`src/rtl/ps2_rx_fifo.sv`:
```
// PS/2 device-to-host receiver: synchronizes and deglitches the bus pins,
// decodes 11-bit frames and queues good bytes in a first-word-fall-through FIFO.
module ps2_rx_fifo #(
    parameter int DEPTH   = 8,
    parameter int FILT    = 8,
    parameter int TIMEOUT = 20000
) (
    input  logic                   clk,
    input  logic                   rst,
    input  logic                   ps2_clk,
    input  logic                   ps2_data,
    input  logic                   pop,
    input  logic                   clr_err,
    output logic [7:0]             rd_data,
    output logic                   rd_valid,
    output logic                   full,
    output logic [$clog2(DEPTH):0] count,
    output logic                   overflow,
    output logic                   parity_err,
    output logic                   frame_err
);
    localparam int AW = $clog2(DEPTH);
    localparam int CW = AW + 1;
    localparam int FW = $clog2(FILT + 1);
    localparam int TW = $clog2(TIMEOUT + 1);

    typedef enum logic [1:0] {
        S_IDLE   = 2'd0,
        S_DATA   = 2'd1,
        S_PARITY = 2'd2,
        S_STOP   = 2'd3
    } state_t;

    // Frame is good when data plus parity hold an odd number of ones.
    function automatic logic f_odd_ok(input logic [7:0] data, input logic par);
        return ^{data, par};
    endfunction

    logic [1:0]    r_clk_sync;
    logic [1:0]    r_data_sync;
    logic          r_filt;
    logic          r_filt_d;
    logic [FW-1:0] r_filt_cnt;
    logic          w_fall;
    logic          w_bit;

    state_t        r_state;
    state_t        w_state_nxt;
    logic [2:0]    r_bit_cnt;
    logic [7:0]    r_shift;
    logic          r_par;
    logic [TW-1:0] r_to_cnt;
    logic          r_push;
    logic          w_timeout;
    logic          w_par_ok;
    logic          w_shift_en;
    logic          w_par_en;
    logic          w_push_set;
    logic          w_perr_set;
    logic          w_ferr_set;

    logic [7:0]    r_mem [DEPTH];
    logic [AW-1:0] r_wr_ptr;
    logic [AW-1:0] r_rd_ptr;
    logic [CW-1:0] r_count;
    logic [CW-1:0] w_count_nxt;
    logic          r_valid;
    logic          r_full;
    logic          r_ovf;
    logic          r_perr;
    logic          r_ferr;
    logic          w_do_push;
    logic          w_do_pop;
    logic          w_ovf_set;

    // Two-flop synchronizers; the idle bus level is high.
    always_ff @(posedge clk or posedge rst) begin
        if (rst) begin
            r_clk_sync  <= 2'b11;
            r_data_sync <= 2'b11;
        end else begin
            r_clk_sync  <= {r_clk_sync[0], ps2_clk};
            r_data_sync <= {r_data_sync[0], ps2_data};
        end
    end

    // Clock deglitch: level flips only after FILT consecutive differing samples.
    always_ff @(posedge clk or posedge rst) begin
        if (rst) begin
            r_filt     <= 1'b1;
            r_filt_d   <= 1'b1;
            r_filt_cnt <= '0;
        end else begin
            r_filt_d <= r_filt;
            if (r_clk_sync[1] == r_filt) begin
                r_filt_cnt <= '0;
            end else if (r_filt_cnt == FW'(FILT - 1)) begin
                r_filt     <= r_clk_sync[1];
                r_filt_cnt <= '0;
            end else begin
                r_filt_cnt <= r_filt_cnt + FW'(1);
            end
        end
    end

    assign w_fall    = r_filt_d & ~r_filt;
    assign w_bit     = r_data_sync[1];
    assign w_par_ok  = f_odd_ok(r_shift, r_par);
    assign w_timeout = (r_state != S_IDLE) && !w_fall && (r_to_cnt == TW'(TIMEOUT - 1));

    // Receiver next-state and event decode.
    always_comb begin
        w_state_nxt = r_state;
        w_shift_en  = 1'b0;
        w_par_en    = 1'b0;
        w_push_set  = 1'b0;
        w_perr_set  = 1'b0;
        w_ferr_set  = 1'b0;
        if (w_timeout) begin
            w_state_nxt = S_IDLE;
            w_ferr_set  = 1'b1;
        end else if (w_fall) begin
            case (r_state)
                S_IDLE: begin
                    if (!w_bit) begin
                        w_state_nxt = S_DATA;
                    end else begin
                        w_state_nxt = S_IDLE;
                    end
                end
                S_DATA: begin
                    w_shift_en = 1'b1;
                    if (r_bit_cnt == 3'd7) begin
                        w_state_nxt = S_PARITY;
                    end else begin
                        w_state_nxt = S_DATA;
                    end
                end
                S_PARITY: begin
                    w_par_en    = 1'b1;
                    w_state_nxt = S_STOP;
                end
                S_STOP: begin
                    w_state_nxt = S_IDLE;
                    w_push_set  = w_par_ok & w_bit;
                    w_perr_set  = ~w_par_ok;
                    w_ferr_set  = ~w_bit;
                end
                default: begin
                    w_state_nxt = S_IDLE;
                end
            endcase
        end else begin
            w_state_nxt = r_state;
        end
    end

    // Receiver state, shift register and inactivity timer.
    always_ff @(posedge clk or posedge rst) begin
        if (rst) begin
            r_state   <= S_IDLE;
            r_bit_cnt <= 3'd0;
            r_shift   <= 8'h00;
            r_par     <= 1'b0;
            r_to_cnt  <= '0;
            r_push    <= 1'b0;
        end else begin
            r_state <= w_state_nxt;
            r_push  <= w_push_set;
            if (w_shift_en) begin
                r_shift   <= {w_bit, r_shift[7:1]};
                r_bit_cnt <= r_bit_cnt + 3'd1;
            end else if (w_state_nxt == S_IDLE) begin
                r_bit_cnt <= 3'd0;
            end
            if (w_par_en) begin
                r_par <= w_bit;
            end
            if ((r_state == S_IDLE) || w_fall || w_timeout) begin
                r_to_cnt <= '0;
            end else begin
                r_to_cnt <= r_to_cnt + TW'(1);
            end
        end
    end

    assign w_do_pop  = pop & (r_count != CW'(0));
    assign w_do_push = r_push & (~r_full | w_do_pop);
    assign w_ovf_set = r_push & r_full & ~w_do_pop;

    // Occupancy after this cycle's push/pop.
    always_comb begin
        w_count_nxt = r_count;
        case ({w_do_push, w_do_pop})
            2'b10:   w_count_nxt = r_count + CW'(1);
            2'b01:   w_count_nxt = r_count - CW'(1);
            default: w_count_nxt = r_count;
        endcase
    end

    // FIFO pointers, occupancy and status outputs.
    always_ff @(posedge clk or posedge rst) begin
        if (rst) begin
            r_wr_ptr <= '0;
            r_rd_ptr <= '0;
            r_count  <= '0;
            r_valid  <= 1'b0;
            r_full   <= 1'b0;
        end else begin
            if (w_do_push) begin
                r_wr_ptr <= r_wr_ptr + AW'(1);
            end
            if (w_do_pop) begin
                r_rd_ptr <= r_rd_ptr + AW'(1);
            end
            r_count <= w_count_nxt;
            r_valid <= (w_count_nxt != CW'(0));
            r_full  <= (w_count_nxt == CW'(DEPTH));
        end
    end

    // Storage is deliberately outside the reset domain.
    always_ff @(posedge clk) begin
        if (w_do_push) begin
            r_mem[r_wr_ptr] <= r_shift;
        end
    end

    // Sticky error flags; a same-cycle set beats clr_err.
    always_ff @(posedge clk or posedge rst) begin
        if (rst) begin
            r_ovf  <= 1'b0;
            r_perr <= 1'b0;
            r_ferr <= 1'b0;
        end else begin
            r_ovf  <= w_ovf_set  | (r_ovf  & ~clr_err);
            r_perr <= w_perr_set | (r_perr & ~clr_err);
            r_ferr <= w_ferr_set | (r_ferr & ~clr_err);
        end
    end

    assign rd_data    = r_mem[r_rd_ptr];
    assign rd_valid   = r_valid;
    assign full       = r_full;
    assign count      = r_count;
    assign overflow   = r_ovf;
    assign parity_err = r_perr;
    assign frame_err  = r_ferr;

endmodule

```
`config.mk`:
```
export PLATFORM = sky130hd
export DESIGN_NAME = ps2_rx_fifo
export DESIGN_NICKNAME = d
export VERILOG_FILES = /design/src/rtl/ps2_rx_fifo.sv
export SDC_FILE = /design/constraint.sdc
export NUM_CORES = 1
export LEC_CHECK = 0
export ABC_AREA = 1
export CAP_MARGIN = 20
export CORE_MARGIN = 8
export CORE_UTILIZATION = 40
export CTS_CLUSTER_SIZE = 24
export DETAILED_ROUTE_END_ITERATION = 8
export MAX_ROUTING_LAYER = met4
export PLACE_DENSITY = 0.67
export SYNTH_ARGS = -nofsm -noshare
export SYNTH_HDL_FRONTEND = slang
export SYNTH_SLANG_ARGS = --single-unit
```
`constraint.sdc`:
```
create_clock -name clk -period 2.8 [get_ports clk]
set_input_delay 0.7 -clock clk [delete_from_list [all_inputs] [get_ports clk]]
set_output_delay 0.7 -clock clk [all_outputs]
set_load 0.1 [all_outputs]
```
==> impl_results.md <==
* Status: finished, final reports clean
* Starting Density at around 41%
* Number of H-tree levels at 4
* Cts hold-fix bufs at 0
* CP required at 2100 ps
* Post-synthesis sequential area ratio at around 63%
* Number of synthesized flops with an enable pin at 64
* Most frequent cells in the layout: 98 x nand2_1, 85 x nor2_1, 64 x edfxtp_1
* Yosys cell types at 39
* Reg2Reg Depth at 16
* RSZ-0062 raised after global routing: no
* Placed cell area at 5770 um^2
* CTS Sinks at 119
* Placement Setup Slack at 3.28 ps
* Crit Path Class: reg -> out
* Syn_nets at 513
* Final cell count without fillers at 722
* Final hold vios at 0
* Syn avg cell area at about 11 um^2
* Fmax achieved at a little under 400 MHz
* Synthesized area at 5230 um^2
* CTS clk-pin slew, worst paths at 50 ps
* Crit-path max FO at 33
* Tmin final at 2590 ps
* Die height at 130 um
* Pin count of the biggest net entering global routing at 35
* Worst hold path depth at 0
* Most common library cell in the layout ignoring fill and taps: nand2_1
* Nets at around 550
* HPWL Detailed at 6720 um
* Hold WC Path Type: reg -> reg
* Top cells by area, synth: edfxtp_1 37%, dfrtp_1 23%, nand2_1 7.0%
* GRT overflow at 0
* Root buf cell: clkbuf_16
* Power per cell area at 1180 nW/um^2
* Seq pwr share at 30.5%
* Pin slew with the least headroom to its limit at 562 ps
* Total Wirelength at around 10000 um
* Crit path setup slack, layout at 205 ps
* Final ANT Viol Nets at 0
* P_sw at 2.97 mW
* Final Max Tran Viols at 0
* Asr flop ratio synth at around 46%
* Vias in the first global route at 3526
* Placed insts at 690
* GPL Wtd Cong at 0.890
* Tcrit/Tclk final at 92.7%
* Fin area at 6410 um^2
* Ant. Diodes at 0
* Core Area at 12700 um^2
* Leakage at roughly 2.6 nW
* Clock latency on the worst-skew pair at 410 ps
* Clock power frac at 30.8%
* Drt drc at 0
* Total power at 7.58 mW
* Port bufs at 22
* Type of origin of the critical path: flop
* Synth Warn # at 0
* Max-cap violations at 0
* WP data arrival at 1890 ps
* DRT Pass-1 Iters at 4
* Antenna violations before repair at 0
* Vias per Instance at 4.86
* Yosys reg bits at 119
* IO Count at 23
* Top_reg_cell synth: edfxtp_1
* Synth area leader: edfxtp_1
* Logic gate share of total power at between 30 and 40%
* Crit. End Element: primary output
* GR Util All Layers at 13.1%
* DR iter-0 viols at 210
* Clk buf depth at 2
* Synth top area share at 36.7%
* Net Sw Frac at 39.2%
* Maximum VDD drop at 0.000486 V
* CTS tree: yes
* DIE WIDTH at 130 um
* Total CTS buffers at 17
* Final Skew at 9.85 ps
* DIE AREA at about 17000 um^2
* Area growth syn-to-layout at 22.5%
* Sum Neg Setup Slack at 0 ps
* Slew margin rel. at ~62%
* WHS at between 300 and 400 ps
* Layout cells sized above 1 at about 16%
* Pint at 4.61 mW
* Global-route wire length before repair at around 17000 um
* Rows at 41
* Finish-stage setup viols at 0
* Vias after detailed routing at 3510
* Wire length per cell at 13.8 um
* Cells after Synth at between 400 and 500
* Post-layout util at just over 50%
## state kept, by name (all words and copies together), names as in the netlist, 2 cells and up
| register | flops |
|---|---|
| count | 4 |
| r_bit_cnt | 3 |
| r_clk_sync | 2 |
| r_data_sync | 2 |
| r_filt_cnt | 4 |
| r_mem | 64 |
| r_rd_ptr | 3 |
| r_shift | 8 |
| r_state | 2 |
| r_to_cnt | 15 |
| r_wr_ptr | 3 |
## power groups by stage
stage / Combinational [mW] / Sequential [mW] / Clock (mW)
2_1_floorplan: 1.84 / 2.53 / 0
6_report: 2.93 / 2.32 / 2.33
4_1_cts: 2.95 / 2.32 / 2.39
3_5_place_dp: 2.94 / 2.35 / 0
5_1_grt: 3.15 / 2.35 / 2.46
3_3_place_gp: 2.90 / 2.33 / 0
## cell usage after synthesis (2+ instances only)
master     n
dfrtp_1   49
nor3_1     5
o21ai_0   26
nor2_1    85
o21ai_1    2
nand3_1   23
edfxtp_1  64
o32ai_1   16
a21oi_1    8
nor3_2     2
ha_1       9
buf_2      7
buf_4      2
nand4_1    5
nand2_4    3
clkbuf_1   2
nand3b_1   2
nand2_1   98
xor2_1    13
xnor2_1    7
nor2_2     7
dfstp_2    6
inv_1     32
inv_2      6
nand2_2    5
## cells by family (layout without fill, tap and decap cells)
logic type / count (synthesis) / after routing / synth area share (%)
flip-flops: 119 / 119 / 63.2
adder cells (fa/ha/maj): 9 / 9 / 2.15
buffers and inverters: 51 / 103 / 3.97
XOR/XNOR: 20 / 20 / 3.35
AO/OA/AOI/OAI: 56 / 56 / 6.77
AND/OR/NAND/NOR: 243 / 243 / 20.6
## critical path, cell delays in order (launching register included)
cell,delay [ps]
dfrtp_2,480
inv_2,100
buf_12,190
nor2_1,60
o32ai_1,250
nand2_1,110
nand2_1,120
buf_12,180
## layout make-up
cell class | instances | area [um^2]
inverters | 39 | 146
repair buffers | 32 | 390
multi-input cells | 328 | 1720
clock buffers | 23 | 458
clock inverters | 9 | 175
flip-flops and latches | 119 | 3310
well taps | 172 | 215
fillers | 1125 | 6260
## per-layer routing
layer,share of wire (%),wire (um),global-route usage [%],up-vias
met3,4.4,442,4.20,21
met4,2.2,217,6.75,0
met5,0,0,-,-
met2,50,4950,21.3,67
li1,-,-,-,1762
met1,44,4360,14.2,1660
## final timing paths
check | slack [ps] | from | end
max reg2reg | 530 | count[0] | rd_valid
min | 350 | r_clk_sync[0] | r_clk_sync[1]
max in group asynchronous | 1500 | rst | r_filt_d
min in group asynchronous | 660 | rst | r_wr_ptr[2]
min reg2reg | 350 | r_clk_sync[0] | r_clk_sync[1]
max | 210 | r_rd_ptr[0] | rd_data[5]
## repair_timing
item / CTS / global route
resized for setup: 0 / 1
buffers inserted: 0 / 0
endpoints found under the setup margin: 0 / 1
Power figures use the tool's default switching activity.
